==> src/rtl/mul32_pkg.sv <==
// Shared types and constants for the sequential 32x32 multiplier.
package mul32_pkg;

  localparam int WIDTH = 32;
  localparam int ITER  = 32;

  typedef enum logic [2:0] {
    IDLE  = 3'd0,
    NEGA,
    NEGB,
    MUL,
    NEGLO,
    NEGHI,
    DONE
  } state_t;

endpackage

==> src/rtl/add32_112.sv <==
// Plain 32-bit ripple adder shared by the multiplier sequence.
module add32_112 (
  input  logic [31:0] a,
  input  logic [31:0] b,
  input  logic        c0,
  output logic [31:0] s,
  output logic        c32
);

  logic [32:0] w_sum;

  assign w_sum = {1'b0, a} + {1'b0, b} + {32'b0, c0};
  assign s     = w_sum[31:0];
  assign c32   = w_sum[32];

endmodule

==> src/rtl/mul32_seq_ctrl.sv <==
// Shift-and-add 32x32->64 multiplier time-sharing one 32-bit adder,
// with adder-based operand/result negation for signed mode.
module mul32_seq_ctrl
  import mul32_pkg::*;
#(
  parameter bit SIGNED_EN = 1'b1,
  parameter int ITER      = 32,
  parameter int CNT_W     = 6
) (
  input  logic             clk,
  input  logic             rst_n,
  input  logic             start_valid,
  output logic             start_ready,
  input  logic [WIDTH-1:0] a,
  input  logic [WIDTH-1:0] b,
  input  logic             sign_mode,
  output logic             res_valid,
  input  logic             res_ready,
  output logic [WIDTH-1:0] prod_hi,
  output logic [WIDTH-1:0] prod_lo,
  output logic             prod_zero,
  output logic             prod_ovf,
  output logic             busy
);

  state_t           r_state;
  logic [WIDTH-1:0] r_m;
  logic [WIDTH-1:0] r_q;
  logic [WIDTH-1:0] r_phi;
  logic             r_sgn;
  logic             r_neg;
  logic             r_cy;
  logic [CNT_W-1:0] r_cnt;

  logic [WIDTH-1:0] w_add_a;
  logic [WIDTH-1:0] w_add_b;
  logic             w_c0;
  logic [WIDTH-1:0] w_s;
  logic             w_c32;
  logic [WIDTH-1:0] w_phi_n;
  logic [WIDTH-1:0] w_q_n;
  logic             w_sgn;
  logic             w_last;
  logic             w_enter_done;

  add32_112 u_add (
    .a   (w_add_a),
    .b   (w_add_b),
    .c0  (w_c0),
    .s   (w_s),
    .c32 (w_c32)
  );

  assign w_sgn  = sign_mode & SIGNED_EN;
  assign w_last = (r_cnt == CNT_W'(ITER - 1));
  assign w_enter_done = (r_state == NEGHI) ||
                        (r_state == MUL && w_last && !r_sgn);

  always_comb begin
    w_add_a = '0;
    w_add_b = '0;
    w_c0    = 1'b0;
    unique case (r_state)
      NEGA: begin
        w_add_a = ~r_m;
        w_c0    = 1'b1;
      end
      NEGB, NEGLO: begin
        w_add_a = ~r_q;
        w_c0    = 1'b1;
      end
      MUL: begin
        w_add_a = r_phi;
        w_add_b = r_q[0] ? r_m : '0;
      end
      NEGHI: begin
        w_add_a = ~r_phi;
        w_c0    = r_cy;
      end
      default: ;
    endcase
  end

  // Next {P_hi,Q} for the two states that can hand over to DONE
  always_comb begin
    w_phi_n = r_phi;
    w_q_n   = r_q;
    if (r_state == MUL) begin
      w_phi_n = {w_c32, w_s[WIDTH-1:1]};
      w_q_n   = {w_s[0], r_q[WIDTH-1:1]};
    end else if (r_state == NEGHI && r_neg) begin
      w_phi_n = w_s;
    end
  end

  always_ff @(posedge clk or negedge rst_n) begin
    if (!rst_n) begin
      r_state     <= IDLE;
      r_m         <= '0;
      r_q         <= '0;
      r_phi       <= '0;
      r_sgn       <= 1'b0;
      r_neg       <= 1'b0;
      r_cy        <= 1'b0;
      r_cnt       <= '0;
      start_ready <= 1'b1;
      res_valid   <= 1'b0;
      busy        <= 1'b0;
      prod_hi     <= '0;
      prod_lo     <= '0;
      prod_zero   <= 1'b0;
      prod_ovf    <= 1'b0;
    end else begin
      unique case (r_state)
        IDLE: begin
          if (start_valid) begin
            r_m         <= a;
            r_q         <= b;
            r_sgn       <= w_sgn;
            r_neg       <= w_sgn & (a[WIDTH-1] ^ b[WIDTH-1]);
            r_phi       <= '0;
            r_cnt       <= '0;
            r_cy        <= 1'b0;
            busy        <= 1'b1;
            start_ready <= 1'b0;
            r_state     <= w_sgn ? NEGA : MUL;
          end
        end
        NEGA: begin
          if (r_m[WIDTH-1]) r_m <= w_s;
          r_state <= NEGB;
        end
        NEGB: begin
          if (r_q[WIDTH-1]) r_q <= w_s;
          r_state <= MUL;
        end
        MUL: begin
          r_phi <= w_phi_n;
          r_q   <= w_q_n;
          r_cnt <= r_cnt + 1'b1;
          if (w_last) r_state <= r_sgn ? NEGLO : DONE;
        end
        NEGLO: begin
          if (r_neg) begin
            r_q  <= w_s;
            r_cy <= w_c32;
          end else begin
            r_cy <= 1'b0;
          end
          r_state <= NEGHI;
        end
        NEGHI: begin
          r_phi   <= w_phi_n;
          r_state <= DONE;
        end
        DONE: begin
          if (res_ready) begin
            res_valid   <= 1'b0;
            busy        <= 1'b0;
            start_ready <= 1'b1;
            prod_hi     <= '0;
            prod_lo     <= '0;
            prod_zero   <= 1'b0;
            prod_ovf    <= 1'b0;
            r_state     <= IDLE;
          end
        end
        default: r_state <= IDLE;
      endcase
      // Result and flags are captured from the final datapath values
      if (w_enter_done) begin
        res_valid <= 1'b1;
        prod_hi   <= w_phi_n;
        prod_lo   <= w_q_n;
        prod_zero <= ({w_phi_n, w_q_n} == '0);
        prod_ovf  <= r_sgn ? (w_phi_n != {WIDTH{w_q_n[WIDTH-1]}})
                           : (w_phi_n != '0);
      end
    end
  end

endmodule

==> config.mk <==
export PLATFORM = sky130hd
export DESIGN_NAME = mul32_seq_ctrl
export DESIGN_NICKNAME = d
export VERILOG_FILES = /design/src/rtl/mul32_pkg.sv /design/src/rtl/add32_112.sv /design/src/rtl/mul32_seq_ctrl.sv
export SDC_FILE = /design/constraint.sdc
export NUM_CORES = 1
export LEC_CHECK = 0
export ABC_CLOCK_PERIOD_IN_PS = 6270
export CAP_MARGIN = 15
export CORE_UTILIZATION = 45
export DETAILED_ROUTE_END_ITERATION = 10
export PLACE_DENSITY = 0.66
export SLEW_MARGIN = 20
export SYNTH_ARGS = -nofsm -noshare
export SYNTH_HDL_FRONTEND = slang
export SYNTH_SLANG_ARGS = --single-unit
==> constraint.sdc <==
create_clock -name clk -period 6.27 [get_ports clk]
set_input_delay 1.254 -clock clk [delete_from_list [all_inputs] [get_ports clk]]
set_output_delay 1.254 -clock clk [all_outputs]
set_load 0.005 [all_outputs]
==> summary.txt <==
Cells and area
  • Final nets: 1,654
  • Antenna cells: 0
  • Most common cell after layout, fill and taps aside: o21ai_0
  • Area Growth Syn to Fin: 18.6%
  • Most frequent cells in the layout: o21ai_0, nand2_1, dfrtp_1
  • Fill count: 2,422
  • Fraction of layout cells with a size suffix above 1: 0.0786

Logic synthesis
  • Syn. warnings: 0
  • Sequential element share of the synthesized area: 0.370
  • Ys flop type: dfrtp_1
  • Syn_area_per_cell: 8.07 sq um
  • Synth cell types: 77
  • Syn nets: 1,587
  • EDFF count, synth: 0
  • Async SR Flop Fraction: 1.00
  • Cells after Synth: 1,484
  • Mapped Area: 12,000 sq um
  • Seq cells post-synth: 177

Timing
  • Setup Skew: 14.2 ps
  • Final Hold Viols: 0
  • Final setup vio count: 0
  • Max_slew headroom: 0.310
  • RSZ-0062 raised after global routing: false
  • FMAX: 183 MHz
  • Least-Margin Pin Slew: 1030 ps
  • Clock period minus worst slack: 5470 ps
  • Sum of negative setup slack: 0 ps
  • Max-slew violations: 0
  • Final period util: 0.872

Power
  • Net Switching: 3.82 mW
  • Clock share of power: 0.146
  • Leak Pwr: 5.99 nW
  • Sequential group share of total power: 0.283
  • Sw frac: 0.499
  • Cell-internal power: 3.83 mW
  • Logic pwr share: 0.571
  • Final total power: 7.66 mW
  • Max VDD drop: 212 uV
  • PwrDens: 539 nW/um^2

Worst hold path
  • HP Class: register to register

Floorplanning
  • Die Ht: 165 um
  • Row count: 59
  • Die footprint: 27,300 sq um
  • Core ar.: 26,100 sq um
  • Initial core utilization: 0.460
  • IO Count: 138
  • Die W: 165 um

CTS
  • TritonCTS sink count: 177
  • Clock Tree Buf Depth: 2
  • Clk_lat worst skew: 450 ps
  • Setup bufs post-CTS: 0
  • H-tree lvl count: 4
  • Cts hold-fix bufs: 0
  • CTS tree: yes
  • Post-CTS resize count: 0
  • Clock transition at the registers of the reported paths: 80 ps
  • Num CTS Buffers: 17
  • Cell at the root of the clock tree: clkbuf_16

Drt
  • WL final: 43,200 um
  • Post-route ant nets: 0
  • Drt via density: 6.48
  • DRC errors left: 3
  • Drt wl/cell: 22.8 um
  • TritonRoute pass-1 iters: 11
  • Detailed Route Iter0 Violations: 1,813
  • Vias: 12,300

Placed design
  • Port bufs: 137
  • Final GP Congestion: 1.02
  • HPWL Detailed: 31,500 um

Status
  • Failing checks: DRC
  • Status: complete, but fails checks

GRT
  • Initial antenna violation count: 0
  • Gr usage total: 0.321
  • Largest net degree at the start of global routing: 86
  • First-pass GRT wire length: 66,100 um
  • Number of global-route vias before repair: 11,100
  • Gr ovfl total: 0

Setup path
  • CP Capture Type: register
  • Critical Path Fanout Max: 18
  • Worst Path Required: 6590 ps
  • CP Launch Type: register
  • Critical path arrival: 5780 ps
  • Reg2Reg Setup Slack: 800 ps
  • Setup Crit Path Kind: register to register

Run
  • Max Cap Violations: 0
[layout make-up]
type                    count  area [sq um]  area share
well taps                 335           419      0.0295
clock inverters            14           154      0.0108
multi-input cells        1153          6970       0.491
inverters                  26          97.6     0.00687
clock buffers              18           439      0.0309
repair buffers            176          1690       0.119
flip-flops and latches    177          4430       0.312
[through the flow]
step	setup WS [ps]	utilization	instance area, sq um	hold slack [ps]	instances
3_3_place_gp	939	0.521	13600	451	1866
4_1_cts	881	0.544	14200	484	1898
6_report	803	0.545	14200	479	1899
2_1_floorplan	604	-	12000	451	1484
3_5_place_dp	912	0.521	13600	468	1866
5_1_grt	380	0.545	14200	498	1899
[sequential cells by signal, summed over array words and instances (netlist names)]
| signal | cells |
|---|---|
| r_neg | 1 |
| r_phi | 32 |
| r_sgn | 1 |
| r_q | 32 |
| r_cy | 1 |
| r_state | 3 |
| r_cnt | 6 |
| start_ready | 1 |
| prod_hi | 32 |
| prod_zero | 1 |
| busy | 1 |
| prod_ovf | 1 |
| res_valid | 1 |
| prod_lo | 32 |
| r_m | 32 |
[routing by layer]
layer / vias up / global-route usage / part of all wire
met5: - / 0 / 0
li1: 5643 / - / -
met4: 0 / 0.102 / 0.024
met3: 65 / 0.0629 / 0.11
met2: 747 / 0.441 / 0.41
met1: 5848 / 0.496 / 0.46
[worst paths after layout]
| path | from | end | cells after the start |
|---|---|---|---|
| min in group asynchronous | rst_n | prod_lo[2] | 1 |
| worst max register to register | r_state[1] | prod_ovf | 17 |
| worst max-delay path | r_state[1] | prod_ovf | 17 |
| worst min-delay path | start_ready | start_ready | 2 |
| max in group asynchronous | rst_n | r_phi[24] | 2 |
| worst min register to register | start_ready | start_ready | 2 |
[synthesized netlist by cell type (29+ instances only)]
master    number  area (sq um)
mux2i_1       33           330
o21ai_0      214          1070
clkbuf_1     101           379
nand2_1      204           766
nand3_1       87           435
a22oi_1       29           218
mux2_2        32           360
and3_1        39           244
a222oi_1      29           290
ha_1          32           400
dfrtp_1      176          4400
a21oi_1      103           515
nor2_1        87           327
o22ai_1       36           225
[worst max-delay path, cell delays in order, from the launching register on]
cell	delay, ps
dfrtp_1	670
nand2b_1	410
nor2_1	70
a21oi_1	120
o22ai_1	110
fa_1	490
fa_1	520
a211oi_2	310
o31ai_4	160
a32oi_1	320
nand3_1	240
a21oi_1	310
xnor2_1	230
o221ai_1	410
o211a_1	290
a32oi_1	110
a2111oi_0	450
a21oi_1	120
[cells by family after synthesis]
| family | count (synthesis) | share of synthesized area |
|---|---|---|
| AOI/OAI and AO/OA | 519 | 0.270 |
| xor gates and xnor gates | 32 | 0.0234 |
| adders and majority gates | 34 | 0.0368 |
| buffers and inverters | 154 | 0.0507 |
| DFF | 177 | 0.370 |
| muxes | 65 | 0.0577 |
| and+or+nand+nor | 503 | 0.192 |
[power by group through the flow]
stage / clock network, mW / logic [mW] / registers, mW
finish: 1.12 / 4.37 / 2.17
global route: 1.17 / 4.75 / 2.21
global placement: 0 / 4.20 / 2.15
floorplan: 0 / 2.73 / 1.93
CTS: 1.12 / 4.25 / 2.14
detailed placement: 0 / 4.24 / 2.15
Note: power is estimated with default switching activity, not from simulation.
